==> src/rtl/hazard_pipe.sv <==
// Issue-to-writeback tracking pipeline: carries rd/we/mem per in-flight instruction,
// drives the register-file write port, forwards operands and raises the load-use stall.
module hazard_pipe #(
  parameter int unsigned XLEN  = 32,
  parameter int unsigned REGW  = 5,
  parameter int unsigned DEPTH = 2
) (
  input  logic            clk,
  input  logic            rst,
  input  logic            issue_valid,
  input  logic [REGW-1:0] issue_rd,
  input  logic            issue_we,
  input  logic            issue_mem,
  input  logic [REGW-1:0] rs1,
  input  logic [REGW-1:0] rs2,
  input  logic [XLEN-1:0] rf_rdata1,
  input  logic [XLEN-1:0] rf_rdata2,
  input  logic [XLEN-1:0] ex_result,
  input  logic [XLEN-1:0] mem_result,
  input  logic            flush,
  output logic            stall,
  output logic [XLEN-1:0] src1_data,
  output logic [XLEN-1:0] src2_data,
  output logic            wb_en,
  output logic [REGW-1:0] wb_rd,
  output logic [XLEN-1:0] wb_data
);

  typedef struct packed {
    logic            haz;
    logic [XLEN-1:0] data;
  } fwd_t;

  // Index 0 is S1 (youngest), index DEPTH-1 is S`DEPTH` (writeback).
  logic            v_q    [DEPTH];
  logic [REGW-1:0] rd_q   [DEPTH];
  logic            we_q   [DEPTH];
  logic            mem_q  [DEPTH];
  logic [XLEN-1:0] data_q [1:DEPTH-1];

  logic [DEPTH-1:0] live;
  fwd_t             fwd1;
  fwd_t             fwd2;

  always_comb begin
    live = '0;
    for (int k = 0; k < DEPTH; k++) begin
      live[k] = v_q[k] & we_q[k] & (rd_q[k] != '0);
    end
  end

  assign wb_en   = live[DEPTH-1];
  assign wb_rd   = rd_q[DEPTH-1];
  assign wb_data = mem_q[DEPTH-1] ? mem_result : data_q[DEPTH-1];

  // Scan oldest to youngest so the youngest matching stage overrides older ones.
  function automatic fwd_t lookup(input logic [REGW-1:0] rs, input logic [XLEN-1:0] rdata);
    fwd_t r;
    r.haz  = 1'b0;
    r.data = rdata;
    for (int k = DEPTH - 1; k >= 1; k--) begin
      if (live[k] && (rd_q[k] == rs)) begin
        if (k == DEPTH - 1) begin
          r.haz  = 1'b0;
          r.data = wb_data;
        end else if (mem_q[k]) begin
          r.haz = 1'b1;
        end else begin
          r.haz  = 1'b0;
          r.data = data_q[k];
        end
      end
    end
    if (live[0] && (rd_q[0] == rs)) begin
      if (mem_q[0]) begin
        r.haz = 1'b1;
      end else begin
        r.haz  = 1'b0;
        r.data = ex_result;
      end
    end
    return r;
  endfunction

  always_comb begin
    fwd1 = lookup(rs1, rf_rdata1);
    fwd2 = lookup(rs2, rf_rdata2);
  end

  assign src1_data = fwd1.data;
  assign src2_data = fwd2.data;
  assign stall     = issue_valid & ~flush & (fwd1.haz | fwd2.haz);

  always_ff @(posedge clk) begin
    if (rst) begin
      for (int k = 0; k < DEPTH; k++) begin
        v_q[k]   <= 1'b0;
        rd_q[k]  <= '0;
        we_q[k]  <= 1'b0;
        mem_q[k] <= 1'b0;
      end
      for (int k = 1; k < DEPTH; k++) begin
        data_q[k] <= '0;
      end
    end else begin
      v_q[0]   <= issue_valid & ~stall & ~flush;
      rd_q[0]  <= issue_rd;
      we_q[0]  <= issue_we;
      mem_q[0] <= issue_mem;
      // Flush squashes the S1 instruction on its way into S2.
      v_q[1]    <= v_q[0] & ~flush;
      rd_q[1]   <= rd_q[0];
      we_q[1]   <= we_q[0];
      mem_q[1]  <= mem_q[0];
      data_q[1] <= ex_result;
      for (int k = 2; k < DEPTH; k++) begin
        v_q[k]    <= v_q[k-1];
        rd_q[k]   <= rd_q[k-1];
        we_q[k]   <= we_q[k-1];
        mem_q[k]  <= mem_q[k-1];
        data_q[k] <= data_q[k-1];
      end
    end
  end

endmodule
==> config.mk <==
export PLATFORM = sky130hd
export DESIGN_NAME = hazard_pipe
export DESIGN_NICKNAME = d
export VERILOG_FILES = /design/src/rtl/hazard_pipe.sv
export SDC_FILE = /design/constraint.sdc
export NUM_CORES = 1
export LEC_CHECK = 0
export CAP_MARGIN = 10
export CORE_MARGIN = 1
export CORE_UTILIZATION = 39
export CTS_CLUSTER_SIZE = 10
export DETAILED_ROUTE_END_ITERATION = 16
export PLACE_DENSITY = 0.87
export SYNTH_ARGS = -nofsm -noshare
export SYNTH_HDL_FRONTEND = slang
export SYNTH_SLANG_ARGS = --single-unit
export TNS_END_PERCENT = 50
==> constraint.sdc <==
create_clock -name clk -period 8.1 [get_ports clk]
set_clock_uncertainty 0.05 [all_clocks]
set_input_delay 2.43 -clock clk [delete_from_list [all_inputs] [get_ports clk]]
set_output_delay 2.43 -clock clk [all_outputs]
set_load 0.02 [all_outputs]
==> flow_summary_export.csv <==
group,metric,value,unit
clock_tree,postCtsSetupBuffers,0,
yosys,synth.mux.area_fraction,26.3,%
routing,wl_met3,919,um
timing,slew_headroom,32.3,%
placed_design,hpwl,9750,um
timing,drv_slew,0,
clock_tree,hold_buffers,0,
routing,routedWlPerCell,16.1,um
clock_tree,clock_sinks,48,
min_path,holdPathStages,1,
clock_tree,cts_root_buf,"clkbuf_8",
worst_setup_path,required,5.62,ns
timing,hold_viol_final,0,
worst_setup_path,r2r_end,"v_q[0][0]",
yosys,yosys.area_share.adder,0,%
yosys,yosysSeqAreaShare,26.0,%
yosys,synth_simple_gate_area_share,17.9,%
cells_and_area,diodes,0,
worst_setup_path,ff2ff_path_depth,4,
die,rows,35,
routing,firstDrtPassIters,4,
worst_setup_path,arrival,5.05,ns
yosys,yosys_warnings,0,
routing,totalWireLength,12300,um
worst_setup_path,critPathLaunchType,"input port",
die,core_area,0.00920,mm^2
yosys,synth_xor_area_share,4.73,%
yosys,synth_top_area_share,26.0,%
die,io_pins,252,
worst_setup_path,worst-r2r-setup-slack,6.48,ns
clock_tree,cts_max_level,2,
yosys,syn_area,0.00370,mm^2
clock_tree,worstSkewPairLatency,0.30,ns
power,p_leak,2.25,nW
die,die-width,99.4,um
min_path,holdPathEnd,"we_q[0][1]",
routing,top_layer,"met4",
worst_setup_path,critPathMaxFanout,18,
cells_and_area,final_nets,798,
cells_and_area,layout_commonest_cell,"clkdlybuf4s50_1",
worst_setup_path,critPathKind,"in -> out",
power,ir_drop,78.1,uV
yosys,synth_compound_area_share,15.7,%
timing,finalCritPeriodShare,92.9,%
cells_and_area,synthToLayoutAreaGrowth,69.5,%
worst_setup_path,critPathLaunch,"rs1[1]",
die,start_util,40.2,%
timing,worstMarginPinSlew,1.01,ns
cells_and_area,utilization,68.2,%
routing,viasPerCell,4.95,
yosys,synth-async-reset-ratio,0,%
timing,fmax,133,MHz
routing,wl_met2,6530,um
routing,ant_nets,0,
clock_tree,cts_resized,0,
global_route,grt_pass1_vias,3947,
global_route,grt_max_degree,49,
yosys,synth.distinct_cells,27,
timing,finalSetupViolCount,0,
yosys,avgSynthCellArea,8.85,um^2
placed_design,place.gp.congestion,0.839,
cells_and_area,drive_above_1_share,13.1,%
yosys,syn_inst,418,
clock_tree,cts_tree,"built",
routing,wl_met1,4580,um
yosys,yosys.area.top_type,"dfxtp_1",
clock_tree,clockBufferDepth,2,
yosys,synth_top_family_by_area,"multiplexers",
placed_design,port_buffers,251,
min_path,hold_class,"reg -> reg",
yosys,synth_area_leaders,"dfxtp_1 26%, mux2i_1 23%, o21ai_2 13%",
die,die_h,99.4,um
worst_setup_path,cp-end-kind,"output port",
run_status,status,"completed",
global_route,grt_pass1_wl,19300,um
timing,fin_crit,7.53,ns
flow_run,drv_cap,0,
yosys,synth_seq_cells,48,
global_route,overflow,0,
power,p_per_area,110,mW/mm^2
global_route,antenna_found_initial,0,
die,dieArea,0.00988,mm^2
clock_tree,cts_buffers,5,
worst_setup_path,r2r_start,"rd_q[0][1]",
clock_tree,clk_pin_slew,0.10,ns
routing,drt_iter0_markers,49,
cells_and_area,most-common-layout-cells,"250 x clkdlybuf4s50_1, 86 x mux2i_1, 67 x nand2_1, 56 x o21ai_2, 47 x dfxtp_1",
yosys,synth_edf_count,0,
min_path,hold_path_startpoint,"we_q[0][0]",
timing,tns,0,ns
routing,dr_total_vias,3769,
routing,drc,0,
yosys,postSynthNetCount,567,
global_route,grtUsageTotal,24.6,%
yosys,synth-main-ff-cell,"dfxtp_1",
timing,rsz0062_at_grt,"false",
-- state kept, by name, indices dropped and copies added, names as in the netlist --
register / flops
rd_q: 10
data_q: 32
mem_q: 2
v_q: 2
we_q: 2
-- per-stage QoR --
step / hold WS, ns / instance area, um^2 / std cells / setup WS, ns / power [mW]
floorplan: 0.434 / 3700 / 418 / 1.98 / 0.363
finish: 0.483 / 6270 / 761 / 0.572 / 0.687
CTS: 0.478 / 6270 / 761 / 0.546 / 0.694
global placement: 0.438 / 6150 / 753 / 0.676 / 0.505
detailed placement: 0.464 / 6150 / 753 / 0.547 / 0.510
global route: 0.488 / 6270 / 761 / 0.486 / 0.718
-- metal layers --
layer,vias to the layer above,track usage (%)
met5,-,0
met1,1712,25.7
li1,1874,-
met2,163,48.1
met3,20,6.32
met4,0,7.24
-- Yosys cell counts (2+ instances only) --
library cell	n
buf_2	7
clkbuf_1	6
mux2_1	5
buf_4	9
nor3_4	2
o21ai_2	56
nor2_1	4
nor3_1	3
o21ai_1	8
dfxtp_1	48
inv_1	23
buf_6	12
xnor2_1	14
nand2_1	67
nor3b_1	2
nor2b_1	45
xor2_1	6
mux2_2	5
mux2i_1	86
and4_1	2
nand3_1	2
-- cells by family after synthesis --
kind of cell | after synthesis
mux | 96
buf+inv | 57
compound gates | 68
simple gates | 129
xor+xnor | 20
flops | 48
-- critical path, stage by stage --
cell and delay [ns]:
clkdlybuf4s50_1 0.47, xor2_1 0.18, nor3_1 0.20, and4_2 0.63, buf_12 0.26, mux2i_1 0.23, o21ai_2 0.07, clkdlybuf4s50_1 0.57
-- where the power goes --
group	internal [mW]	switching, mW	total (mW)
clock	0.0932	0.0897	0.183
combinational	0.144	0.103	0.247
sequential	0.248	0.00946	0.257
total	0.485	0.202	0.687
-- layout make-up --
type / instances / area (um^2)
sequential: 48 / 962
inverter: 23 / 86.3
tap: 111 / 139
multi-input combinational: 313 / 2390
fill: 757 / 2930
clock buffer: 5 / 68.8
timing repair buffer: 258 / 2570
clock inverter: 3 / 46.3
-- how the worst max path moves through the flow --
stage                          to  slack (ns)  cells after the start
floorplan            src1_data[3]        1.98                      7
global placement    src1_data[19]        0.68                      8
detailed placement   src1_data[8]        0.55                      8
CTS                  src1_data[8]        0.55                      8
global route         src1_data[8]        0.49                      8
finish               src1_data[8]        0.57                      8
Note: power is estimated with default switching activity, not from simulation.
